$ cat src/rtl/hyperfabric_pkg.sv
// Shared types and constants for the hyperfabric block mover.
// State encoding, stall default and ancillary-word field layout.
package hyperfabric_pkg;

    typedef enum logic [2:0] {
        IDLE,
        RD_REQ,
        RD_WAIT,
        RD_PUSH,
        WR_POP,
        WR_REQ,
        DONE
    } mvblck_state_t;

    localparam int STALL_LIMIT_DEF = 16;

    localparam int ANC_SEC_LSB = 23;
    localparam int ANC_DIR_BIT = 22;
    localparam int ANC_COL_LSB = 10;

    function automatic logic [24:0] pack_ancill(
        input logic [1:0]  sec,
        input logic        dir,
        input logic [11:0] col
    );
        logic [24:0] a;
        a = '0;
        a[ANC_SEC_LSB +: 2]  = sec;
        a[ANC_DIR_BIT]       = dir;
        a[ANC_COL_LSB +: 12] = col;
        return a;
    endfunction

endpackage

$ cat src/rtl/block_mover_if.sv
// Command, DRAM and device-FIFO signals of one block-mover instance.
// slave is the mover; master is the controller/memory/fabric side.
interface block_mover_if;
    logic        MVBLCK_EN;
    logic        BLCK_ISSUE;
    logic [11:0] BLCK_START;
    logic [5:0]  BLCK_COUNT_REQ;
    logic [1:0]  BLCK_SECTION;
    logic [3:0]  SECTION_DIR;
    logic [5:0]  BLCK_COUNT_SENT;
    logic        BLCK_WORKING;
    logic        BLCK_IRQ;
    logic        BLCK_ABRUPT_STOP;
    logic        BLCK_FRDRAM_DEVERR;
    logic [24:0] BLCK_ANCILL;
    logic        DRAM_REQ;
    logic        DRAM_WE;
    logic [11:0] DRAM_COL;
    logic [31:0] DRAM_WDATA;
    logic        DRAM_ACK;
    logic [31:0] DRAM_RDATA;
    logic        DRAM_RVALID;
    logic [1:0]  DEV_SECTION;
    logic        DEV_WR_EN;
    logic [31:0] DEV_WDATA;
    logic        DEV_FULL;
    logic        DEV_RD_EN;
    logic [31:0] DEV_RDATA;
    logic        DEV_EMPTY;
    logic        DEV_END;
    logic        DEV_ERR;

    modport slave (
        input  MVBLCK_EN, BLCK_ISSUE, BLCK_START, BLCK_COUNT_REQ,
        input  BLCK_SECTION, SECTION_DIR,
        output BLCK_COUNT_SENT, BLCK_WORKING, BLCK_IRQ,
        output BLCK_ABRUPT_STOP, BLCK_FRDRAM_DEVERR, BLCK_ANCILL,
        output DRAM_REQ, DRAM_WE, DRAM_COL, DRAM_WDATA,
        input  DRAM_ACK, DRAM_RDATA, DRAM_RVALID,
        output DEV_SECTION, DEV_WR_EN, DEV_WDATA, DEV_RD_EN,
        input  DEV_FULL, DEV_RDATA, DEV_EMPTY, DEV_END, DEV_ERR
    );

    modport master (
        output MVBLCK_EN, BLCK_ISSUE, BLCK_START, BLCK_COUNT_REQ,
        output BLCK_SECTION, SECTION_DIR,
        input  BLCK_COUNT_SENT, BLCK_WORKING, BLCK_IRQ,
        input  BLCK_ABRUPT_STOP, BLCK_FRDRAM_DEVERR, BLCK_ANCILL,
        input  DRAM_REQ, DRAM_WE, DRAM_COL, DRAM_WDATA,
        output DRAM_ACK, DRAM_RDATA, DRAM_RVALID,
        input  DEV_SECTION, DEV_WR_EN, DEV_WDATA, DEV_RD_EN,
        output DEV_FULL, DEV_RDATA, DEV_EMPTY, DEV_END, DEV_ERR
    );
endinterface

$ cat src/rtl/mvblck_stall_timer.sv
// Saturating count of consecutive device-side stall cycles.
// TC fires on the stall cycle that reaches LIMIT.
module mvblck_stall_timer #(
    parameter int LIMIT = 16
) (
    input  logic CLK,
    input  logic RST,
    input  logic CLR,
    input  logic INC,
    output logic TC
);
    localparam int W = $clog2(LIMIT + 1);
    localparam logic [W-1:0] LAST = W'(LIMIT - 1);

    logic [W-1:0] cnt;

    always_ff @(posedge CLK or negedge RST) begin
        if (!RST) begin
            cnt <= '0;
        end else if (CLR) begin
            cnt <= '0;
        end else if (INC && cnt != LAST) begin
            cnt <= cnt + W'(1);
        end
    end

    assign TC = INC && (cnt == LAST);
endmodule

$ cat src/rtl/block_mover.sv
// Gremlin block mover: moves up to 63 words between a DRAM page
// and a hyperfabric section FIFO, reporting count and status.
module block_mover
    import hyperfabric_pkg::*;
#(
    parameter int STALL_LIMIT = STALL_LIMIT_DEF
) (
    input logic         CLK,
    input logic         RST,
    block_mover_if.slave bus
);
    mvblck_state_t state;

    logic [11:0] col;
    logic [11:0] last_col;
    logic [5:0]  req_cnt;
    logic [5:0]  cnt;
    logic [5:0]  cnt_nxt;
    logic [1:0]  sec;
    logic        dir;
    logic [31:0] data;
    logic        end_flag;
    logic        pop_pend;
    logic        working;
    logic        irq;
    logic        abrupt;
    logic        deverr;

    logic rd_st, busy, push, pop, wr_done, word, fin;
    logic desel, err, stall, tc, dir_sel;

    always_comb begin
        rd_st   = state inside {RD_REQ, RD_WAIT, RD_PUSH};
        busy    = rd_st || state inside {WR_POP, WR_REQ};
        push    = (state == RD_PUSH) && !bus.DEV_FULL;
        pop     = (state == WR_POP) && !pop_pend && !bus.DEV_EMPTY;
        wr_done = (state == WR_REQ) && bus.DRAM_ACK;
        word    = push || wr_done;
        cnt_nxt = cnt + 6'd1;
        fin     = word && (cnt_nxt == req_cnt || (wr_done && end_flag));
        desel   = busy && !bus.MVBLCK_EN;
        err     = rd_st && bus.DEV_ERR;
        stall   = ((state == RD_PUSH) && bus.DEV_FULL) ||
                  ((state == WR_POP) && !pop_pend && bus.DEV_EMPTY);
        dir_sel = bus.SECTION_DIR[bus.BLCK_SECTION];
    end

    mvblck_stall_timer #(.LIMIT(STALL_LIMIT)) u_stall (
        .CLK (CLK),
        .RST (RST),
        .CLR (!stall),
        .INC (stall),
        .TC  (tc)
    );

    always_ff @(posedge CLK or negedge RST) begin
        if (!RST) begin
            state    <= IDLE;
            col      <= '0;
            last_col <= '0;
            req_cnt  <= '0;
            cnt      <= '0;
            sec      <= '0;
            dir      <= 1'b0;
            data     <= '0;
            end_flag <= 1'b0;
            pop_pend <= 1'b0;
            working  <= 1'b0;
            irq      <= 1'b0;
            abrupt   <= 1'b0;
            deverr   <= 1'b0;
        end else begin
            unique case (state)
                IDLE: begin
                    if (bus.BLCK_ISSUE && bus.MVBLCK_EN) begin
                        col      <= bus.BLCK_START;
                        req_cnt  <= bus.BLCK_COUNT_REQ;
                        sec      <= bus.BLCK_SECTION;
                        dir      <= dir_sel;
                        cnt      <= '0;
                        last_col <= '0;
                        end_flag <= 1'b0;
                        pop_pend <= 1'b0;
                        irq      <= 1'b0;
                        abrupt   <= 1'b0;
                        deverr   <= 1'b0;
                        working  <= 1'b1;
                        if (bus.BLCK_COUNT_REQ == '0) state <= DONE;
                        else if (dir_sel)             state <= RD_REQ;
                        else                          state <= WR_POP;
                    end
                end
                DONE: begin
                    working  <= 1'b0;
                    pop_pend <= 1'b0;
                    state    <= IDLE;
                end
                default: begin
                    // A completing word always lands before any abort is flagged
                    if (word) begin
                        cnt      <= cnt_nxt;
                        last_col <= col;
                        col      <= col + 12'd1;
                    end
                    if (wr_done && end_flag) irq <= 1'b1;
                    if (desel || tc) abrupt <= 1'b1;
                    if (err) deverr <= 1'b1;
                    if (fin || desel || err || tc) begin
                        state    <= DONE;
                        pop_pend <= 1'b0;
                    end else if (state == RD_REQ) begin
                        if (bus.DRAM_ACK) state <= RD_WAIT;
                    end else if (state == RD_WAIT) begin
                        if (bus.DRAM_RVALID) begin
                            data  <= bus.DRAM_RDATA;
                            state <= RD_PUSH;
                        end
                    end else if (state == RD_PUSH) begin
                        if (push) state <= RD_REQ;
                    end else if (state == WR_POP) begin
                        if (pop_pend) begin
                            data     <= bus.DEV_RDATA;
                            end_flag <= bus.DEV_END;
                            pop_pend <= 1'b0;
                            state    <= WR_REQ;
                        end else if (pop) begin
                            pop_pend <= 1'b1;
                        end
                    end else if (wr_done) begin
                        state <= WR_POP;
                    end
                end
            endcase
        end
    end

    assign bus.DRAM_REQ   = (state == RD_REQ) || (state == WR_REQ);
    assign bus.DRAM_WE    = (state == WR_REQ);
    assign bus.DRAM_COL   = col;
    assign bus.DRAM_WDATA = data;
    assign bus.DEV_SECTION = sec;
    assign bus.DEV_WR_EN  = push;
    assign bus.DEV_WDATA  = data;
    assign bus.DEV_RD_EN  = pop;

    assign bus.BLCK_COUNT_SENT    = cnt;
    assign bus.BLCK_WORKING       = working;
    assign bus.BLCK_IRQ           = irq;
    assign bus.BLCK_ABRUPT_STOP   = abrupt;
    assign bus.BLCK_FRDRAM_DEVERR = deverr;
    assign bus.BLCK_ANCILL        = pack_ancill(sec, dir, last_col);
endmodule
$ cat src/flat_wrapper.sv
// flat-port wrapper written by rule: the top's interface ports become plain ports
module block_mover_flat import hyperfabric_pkg::*;
#(
    parameter int STALL_LIMIT = STALL_LIMIT_DEF
)
  (CLK, RST, bus_MVBLCK_EN, bus_BLCK_ISSUE, bus_BLCK_START, bus_BLCK_COUNT_REQ, bus_BLCK_SECTION, bus_SECTION_DIR, bus_BLCK_COUNT_SENT, bus_BLCK_WORKING, bus_BLCK_IRQ, bus_BLCK_ABRUPT_STOP, bus_BLCK_FRDRAM_DEVERR, bus_BLCK_ANCILL, bus_DRAM_REQ, bus_DRAM_WE, bus_DRAM_COL, bus_DRAM_WDATA, bus_DRAM_ACK, bus_DRAM_RDATA, bus_DRAM_RVALID, bus_DEV_SECTION, bus_DEV_WR_EN, bus_DEV_WDATA, bus_DEV_RD_EN, bus_DEV_FULL, bus_DEV_RDATA, bus_DEV_EMPTY, bus_DEV_END, bus_DEV_ERR);
  block_mover_if bus_i ();
  input logic CLK;
  input logic RST;
  input wire logic [$bits(bus_i.MVBLCK_EN)-1:0] bus_MVBLCK_EN;
  input wire logic [$bits(bus_i.BLCK_ISSUE)-1:0] bus_BLCK_ISSUE;
  input wire logic [$bits(bus_i.BLCK_START)-1:0] bus_BLCK_START;
  input wire logic [$bits(bus_i.BLCK_COUNT_REQ)-1:0] bus_BLCK_COUNT_REQ;
  input wire logic [$bits(bus_i.BLCK_SECTION)-1:0] bus_BLCK_SECTION;
  input wire logic [$bits(bus_i.SECTION_DIR)-1:0] bus_SECTION_DIR;
  output wire logic [$bits(bus_i.BLCK_COUNT_SENT)-1:0] bus_BLCK_COUNT_SENT;
  output wire logic [$bits(bus_i.BLCK_WORKING)-1:0] bus_BLCK_WORKING;
  output wire logic [$bits(bus_i.BLCK_IRQ)-1:0] bus_BLCK_IRQ;
  output wire logic [$bits(bus_i.BLCK_ABRUPT_STOP)-1:0] bus_BLCK_ABRUPT_STOP;
  output wire logic [$bits(bus_i.BLCK_FRDRAM_DEVERR)-1:0] bus_BLCK_FRDRAM_DEVERR;
  output wire logic [$bits(bus_i.BLCK_ANCILL)-1:0] bus_BLCK_ANCILL;
  output wire logic [$bits(bus_i.DRAM_REQ)-1:0] bus_DRAM_REQ;
  output wire logic [$bits(bus_i.DRAM_WE)-1:0] bus_DRAM_WE;
  output wire logic [$bits(bus_i.DRAM_COL)-1:0] bus_DRAM_COL;
  output wire logic [$bits(bus_i.DRAM_WDATA)-1:0] bus_DRAM_WDATA;
  input wire logic [$bits(bus_i.DRAM_ACK)-1:0] bus_DRAM_ACK;
  input wire logic [$bits(bus_i.DRAM_RDATA)-1:0] bus_DRAM_RDATA;
  input wire logic [$bits(bus_i.DRAM_RVALID)-1:0] bus_DRAM_RVALID;
  output wire logic [$bits(bus_i.DEV_SECTION)-1:0] bus_DEV_SECTION;
  output wire logic [$bits(bus_i.DEV_WR_EN)-1:0] bus_DEV_WR_EN;
  output wire logic [$bits(bus_i.DEV_WDATA)-1:0] bus_DEV_WDATA;
  output wire logic [$bits(bus_i.DEV_RD_EN)-1:0] bus_DEV_RD_EN;
  input wire logic [$bits(bus_i.DEV_FULL)-1:0] bus_DEV_FULL;
  input wire logic [$bits(bus_i.DEV_RDATA)-1:0] bus_DEV_RDATA;
  input wire logic [$bits(bus_i.DEV_EMPTY)-1:0] bus_DEV_EMPTY;
  input wire logic [$bits(bus_i.DEV_END)-1:0] bus_DEV_END;
  input wire logic [$bits(bus_i.DEV_ERR)-1:0] bus_DEV_ERR;
  assign bus_i.MVBLCK_EN = bus_MVBLCK_EN;
  assign bus_i.BLCK_ISSUE = bus_BLCK_ISSUE;
  assign bus_i.BLCK_START = bus_BLCK_START;
  assign bus_i.BLCK_COUNT_REQ = bus_BLCK_COUNT_REQ;
  assign bus_i.BLCK_SECTION = bus_BLCK_SECTION;
  assign bus_i.SECTION_DIR = bus_SECTION_DIR;
  assign bus_BLCK_COUNT_SENT = bus_i.BLCK_COUNT_SENT;
  assign bus_BLCK_WORKING = bus_i.BLCK_WORKING;
  assign bus_BLCK_IRQ = bus_i.BLCK_IRQ;
  assign bus_BLCK_ABRUPT_STOP = bus_i.BLCK_ABRUPT_STOP;
  assign bus_BLCK_FRDRAM_DEVERR = bus_i.BLCK_FRDRAM_DEVERR;
  assign bus_BLCK_ANCILL = bus_i.BLCK_ANCILL;
  assign bus_DRAM_REQ = bus_i.DRAM_REQ;
  assign bus_DRAM_WE = bus_i.DRAM_WE;
  assign bus_DRAM_COL = bus_i.DRAM_COL;
  assign bus_DRAM_WDATA = bus_i.DRAM_WDATA;
  assign bus_i.DRAM_ACK = bus_DRAM_ACK;
  assign bus_i.DRAM_RDATA = bus_DRAM_RDATA;
  assign bus_i.DRAM_RVALID = bus_DRAM_RVALID;
  assign bus_DEV_SECTION = bus_i.DEV_SECTION;
  assign bus_DEV_WR_EN = bus_i.DEV_WR_EN;
  assign bus_DEV_WDATA = bus_i.DEV_WDATA;
  assign bus_DEV_RD_EN = bus_i.DEV_RD_EN;
  assign bus_i.DEV_FULL = bus_DEV_FULL;
  assign bus_i.DEV_RDATA = bus_DEV_RDATA;
  assign bus_i.DEV_EMPTY = bus_DEV_EMPTY;
  assign bus_i.DEV_END = bus_DEV_END;
  assign bus_i.DEV_ERR = bus_DEV_ERR;
  block_mover #(.STALL_LIMIT(STALL_LIMIT)) u_core (.CLK(CLK), .RST(RST), .bus(bus_i));
endmodule
$ cat config.mk
export PLATFORM = sky130hd
export DESIGN_NAME = block_mover_flat
export DESIGN_NICKNAME = d
export VERILOG_FILES = /design/src/rtl/hyperfabric_pkg.sv /design/src/rtl/block_mover_if.sv /design/src/rtl/mvblck_stall_timer.sv /design/src/rtl/block_mover.sv /design/src/flat_wrapper.sv
export SDC_FILE = /design/constraint.sdc
export NUM_CORES = 1
export LEC_CHECK = 0
export ABC_CLOCK_PERIOD_IN_PS = 2900
export BUFFER_PORTS_ARGS = -buffer_cell sky130_fd_sc_hd__buf_4
export CAP_MARGIN = 30
export CORE_MARGIN = 4
export CORE_UTILIZATION = 48
export DETAILED_ROUTE_END_ITERATION = 8
export PLACE_DENSITY = 0.81
export SYNTH_ARGS = -nofsm -noshare
export SYNTH_HDL_FRONTEND = slang
export SYNTH_SLANG_ARGS = --single-unit
$ cat constraint.sdc
create_clock -name CLK -period 2.9 [get_ports CLK]
set_input_delay 0.29 -clock CLK [delete_from_list [all_inputs] [get_ports CLK]]
set_output_delay 0.29 -clock CLK [all_outputs]
set_load 0.01 [all_outputs]
**Word level (Yosys, flattened, before mapping)**

Cells that the tools add are included.

- Add/subtract/negate cells: 3
- Eq/ne operators: 24
- Divide/modulo/power cells: 0
- Shift operators: 0
- Bitwise operators: 4
- Multiplexer cells: 56
- Reduce and logical (&&, ||, !) cells: 52
- Magnitude comparators: 1
- Multipliers: 0

Operators with widths:

| kind | number |
|---|---|
| 32-bit 2-to-1 mux | 5 |
| 12-bit 2-to-1 mux | 4 |
| 12-bit one-hot mux with 2 select lines | 2 |
| 3-bit 2-to-1 mux | 13 |
| 2-bit nonzero test | 10 |
| 1-bit 2-to-1 mux | 19 |
| 1-bit logical AND | 13 |
| 12-bit by 1-bit adder with 12-bit output (second input constant) | 1 |
| 6-bit 2-to-1 mux | 2 |
| 1-bit one-hot mux with 2 select lines | 6 |
| 6-bit one-hot mux with 2 select lines | 1 |
| 3-bit AND reduction | 4 |
| 5-bit 2-to-1 mux | 2 |
| 2-bit inequality test (second input constant) | 5 |
| 5-bit by 4-bit inequality test with 1-bit output (second input constant) | 2 |
| 3-bit equality test (second input constant) | 3 |
| 1-bit logical OR | 9 |
| 4-bit inequality test (second input constant) | 2 |
| 8-bit by 6-bit inequality test with 1-bit output (second input constant) | 1 |
| 8-bit AND reduction | 1 |
| 8-bit nonzero test | 1 |
| 7-bit by 6-bit inequality test with 1-bit output (second input constant) | 1 |
| 7-bit AND reduction | 1 |
| 6-bit by 1-bit adder with 6-bit output (second input constant) | 1 |
| 21 further kinds | 31 |

- Register bits: 85
- Bits in read-only memories: 0
- Output and inout bits: 117
- Bits in latches: 0
- Memory bits (writable): 0
- Memories: 0
- Word-level logic and storage cells: 155

**Depth between registers and ports, before layout**

- Word-level depth: 11
- Gate-level depth with buffers: 11
- Mapped depth without buffers: 8

**Hierarchy**

Synthesis repeated with hierarchy kept, for this count alone.

- Cells, all modules: 523
- Area total of the unflattened synthesis: 4,722.0 µm²

Modules (own cells, without submodules):

| module | seq. area each (µm²) | area an instance (µm²) | cells an instance | times used |
|---|---|---|---|---|
| block_mover | 2,001.9 | 4,446.8 | 499 | 1 |
| mvblck_stall_timer | 125.1 | 275.3 | 24 | 1 |

**Worst setup path before layout**

No wires, ideal clock.

- Path type: reg-to-reg
- Start point: reg u_core.u_stall.cnt[0]
- End point: reg u_core.state[1]
- Path slack: 0.533 ns
- Clock period less this slack: 2.367 ns
- Cell stages (with the launch flop): 10
- Required time: 2.767 ns
- Arrival time: 2.234 ns
- Path buffers: 1
- Path through: dfrtp_1 -> ha_1 -> and3_1 -> ha_1 -> clkbuf_1 -> and4b_1 -> o21a_1 -> nor4_2 -> nor4b_1 -> a2bb2oi_1

- Cells in the longest elaborated chain, start to end: 5
- Elaborated cells between the ends (all ways): 11
- Those cells by class: 5 x eq/ne; 2 x mux; 4 x reduce/logical

RTL lines:

| item | RTL line | text |
|---|---|---|
| start, declared | mvblck_stall_timer.sv:15 | `logic [W-1:0] cnt;` |
| start signal, assigned | mvblck_stall_timer.sv:23 | `cnt <= cnt + W'(1);` |
| 5-bit by 4-bit equality test with 1-bit output * | mvblck_stall_timer.sv:27 | `assign TC = INC && (cnt == LAST);` |
| 1-bit logical AND * | mvblck_stall_timer.sv:27 |  |
| 1-bit logical OR * | block_mover.sv:108 | `if (fin \|\| desel \|\| err \|\| tc) begin` |
| 8-bit by 6-bit inequality test with 1-bit output (no line) (tied with other cells) | n/a |  |
| 6-bit AND reduction (no line) or 3-bit one-hot mux with 2 select lines (tied branches) | n/a |  |
| end signal, assigned | block_mover.sv:109 | `state <= DONE;` |
| end signal, assigned | block_mover.sv:112 | `if (bus.DRAM_ACK) state <= RD_WAIT;` |
| end signal, assigned | block_mover.sv:116 | `state <= RD_PUSH;` |
| end, declared | block_mover.sv:12 | `mvblck_state_t state;` |

Mark *: on every way between the ends. The rest lies on a longest branch, timed or not.
A chain may end at the register's enable or synchronous reset.

**Worst setup path in the final report**

Same ends and word-level chain as after synthesis.

==> summary.md <==
| Metric | Value |
|---|---|
| Synth warn | `0` |
| Cts repair resizes | `0` |
| Initial antenna violation count | `0` |
| Starting DRC count in detailed routing | `around 190` |
| # H-tree levels | `3` |
| Yosys top cell area share | `0.443` |
| Fin crit share | `0.899` |
| Syn-to-layout area delta | `31.7%` |
| Ys flop type | `dfrtp_1` |
| Clock Sinks | `85` |
| Pwr/cell area | `approximately 980 mW/mm^2` |
| Nets | `793` |
| CP Data Required Time | `~3.1 ns` |
| TNS Setup | `0 ns` |
| Core area | `~0.01 mm^2` |
| VDD IR-drop max | `approximately 0.50 mV` |
| Slew HR | `0.512` |
| Drt pass-1 iters | `5` |
| Die area | `~0.012 mm^2` |
| Routability Congestion | `about 0.9` |
| Largest net degree at the start of global routing | `between 80 and 90` |
| Root Buffer | `clkbuf_8` |
| I/O pin count | `roughly 220` |
| DRC viols | `0` |
| RSZ-0062 raised after global routing | `false` |
| Most area-consuming cells after synthesis | `dfrtp_1, nand2_1, buf_4` |
| Cell Rows | `36` |
| Hold crit path type | `in2reg` |
| Cells after synthesis | `around 530` |
| Initial Util | `0.492` |
| Cell total after placement | `812` |
| Max clock buf depth | `2` |
| Netlist Area Pre-Place | `between 0.004 and 0.005 mm^2` |
| M1 WL | `5110 um` |
| DIE HEIGHT | `roughly 110 um` |
| CTS tree | `done` |
| Routed len/inst | `16.1 um` |
| Port bufs | `approximately 200` |
| Synth cell types | `60` |
| Total CTS buffers | `9` |
| Finished Cell Area | `roughly 0.0063 mm^2` |
| Final Hold Fails | `0` |
| Met3 WL post-DR | `1060 um` |
| Die width | `roughly 110 um` |
| Post-CTS Repair Setup Buffers | `0` |
| Area after DPL | `0.00612 mm^2` |
| Post-Route WL | `around 13,000 um` |
| Status | `completed` |
| Static Leak | `about 3.2 nW` |
| Synthesis-stage register bit count | `85` |
| Highest routed layer | `met4` |
| Crit Path Class | `reg2reg` |
| Max_cap viols | `0` |
| Final Max Tran Viols | `0` |
| Startpoint types | `flop` |
| First-pass GRT wire length | `about 20,000 um` |
| Routed met2 length | `~7000 um` |
| Final ANT Viol Nets | `0` |
| Number of global-route vias before repair | `about 4,100` |
| # setup viols final | `0` |
| Crit-path max FO | `8` |
| Commonest non-fill, non-tap cell in the layout | `buf_4` |
| Slew @ Worst Pin | `0.731 ns` |
| Avg Synthesized Cell Area | `between 9 and 10 um^2` |
| Most frequent cells in the layout | `buf_4, nand2_1, dfrtp_1` |
| Min Tclk post-route | `2.61 ns` |
| CP arrival | `2.84 ns` |
| Peak Freq | `approximately 380 MHz` |
| Layout cells sized above 1 | `0.349` |
| Grt ovf | `0` |
| Post-route non-filler standard cell count | `~830` |
| Final HPWL DP | `between 10,000 and 15,000 um` |
| Sequential share of the synthesized area | `0.443` |
| Clk pin slew, worst setup/hold paths | `roughly 0.090 ns` |
| Post-synth top area cell | `dfrtp_1` |
| Total GRT Usage | `0.219` |
| Ant diodes | `0` |
| Asr flop ratio synth | `1.00` |
| DR vias/cell | `~5.3` |
| Max Clock Skew | `approximately 0.014 ns` |
| Post-synth EDFFs | `0` |
| Routed vias | `around 4,400` |
| CP endpoint kind | `flop` |
| Clock latency at the later pin of the worst-skew pair | `0.37 ns` |
| Filler cell count in the final layout | `between 800 and 900` |
-- report_power, final --
group	total, W	internal (W)	switching, W
Sequential	0.00215	0.00167	0.000488
Clock	0.000855	0.000403	0.000452
Combinational	0.00322	0.00158	0.00164
-- synth_stat cells, drive strengths merged (4+ instances only) --
cell / n
dfrtp: 85
ha: 4
nand2: 97
nand3: 23
nor3: 7
o22ai: 5
inv: 8
and3: 4
buf: 62
a21oi: 26
xnor2: 6
xor2: 7
o21ai: 50
a31oi: 6
nor2: 34
clkbuf: 15
nor2b: 7
mux2i: 34
-- critical path, stage by stage, from the launching register on --
cell and delay, ns:
dfrtp_1 0.42, ha_1 0.22, and3_1 0.19, ha_1 0.28
and4b_1 0.24, o21a_1 0.23, nor4_2 0.49, nor4b_1 0.31
a2bb2oi_1 0.11
-- sequential cells by signal, summed over array words and instances, names as in the netlist --
| signal | cells |
|---|---|
| u_core.bus.DEV_WDATA | 32 |
| u_core.bus.DRAM_COL | 12 |
| u_core.last_col | 12 |
| u_core.bus.BLCK_COUNT_SENT | 6 |
| u_core.req_cnt | 6 |
| u_core.u_stall.cnt | 5 |
| u_core.state | 3 |
| u_core.bus.DEV_SECTION | 2 |
| u_core.bus.BLCK_ABRUPT_STOP | 1 |
| u_core.bus.BLCK_FRDRAM_DEVERR | 1 |
| u_core.bus.BLCK_IRQ | 1 |
| u_core.bus.BLCK_WORKING | 1 |
| u_core.dir | 1 |
| u_core.end_flag | 1 |
| u_core.pop_pend | 1 |
-- final cells by class --
class | count | area, um^2 | area share
Inverter | 8 | 30.0 | 0.00474
Clock inverter | 7 | 73.8 | 0.0117
Tap cell | 133 | 166 | 0.0263
Clock buffer | 9 | 124 | 0.0196
Multi-Input combinational cell | 370 | 2160 | 0.342
Sequential cell | 85 | 2130 | 0.336
Timing Repair Buffer | 217 | 1640 | 0.260
-- kinds of logic after synthesis --
family	count (synthesis)	share of synthesized area
AOI/OAI and AO/OA	109	0.135
xor gates and xnor gates	13	0.0237
adders and majority gates	4	0.0104
buffers and inverters	85	0.116
DFF	85	0.443
muxes	35	0.0755
other	1	0.000780
and+or+nand+nor	199	0.196
-- per-layer routing --
| metal | track usage | up-vias |
|---|---|---|
| li1 | - | 2090 |
| met1 | 0.263 | 2074 |
| met2 | 0.389 | 174 |
| met3 | 0.0549 | 16 |
| met4 | 0.0658 | 0 |
| met5 | 0 | - |
-- final timing paths --
kind | endpoint | from | slack (ns) | cells after the start
max | u_core.state[1]$_DFFE_PN0P_ | u_core.u_stall.cnt[0]$_DFFE_PN0P_ | 0.29 | 8
min | u_core.req_cnt[3]$_DFFE_PN0P_ | bus_BLCK_COUNT_REQ[3] | 0.14 | 3
max reg2reg | u_core.state[1]$_DFFE_PN0P_ | u_core.u_stall.cnt[0]$_DFFE_PN0P_ | 0.29 | 8
min reg2reg | u_core.dir$_DFFE_PN0P_ | u_core.dir$_DFFE_PN0P_ | 0.49 | 2
max in group asynchronous | u_core.bus.BLCK_FRDRAM_DEVERR$_DFFE_PN0P_ | RST | 2.05 | 3
min in group asynchronous | u_core.bus.DEV_WDATA[19]$_DFFE_PN0P_ | RST | 0.50 | 3
-- stage by stage --
step	total power (W)	setup WS, ns	utilization	hold WS, ns
2_1_floorplan	0.00419	0.533	-	-0.00559
3_3_place_gp	0.00530	0.529	0.626	0.357
3_5_place_dp	0.00541	0.338	0.626	0.358
4_1_cts	0.00627	0.314	0.647	0.116
5_1_grt	0.00667	0.221	0.647	0.125
6_report	0.00622	0.293	0.647	0.135
-- timing repair --
| action | 4_1_cts | 5_1_grt |
|---|---|---|
| endpoints found under the hold margin | 85 | 0 |
| hold buffers | 1 | 0 |
| endpoints found under the setup margin | 0 | 0 |
(Power assumes the default switching activity.)
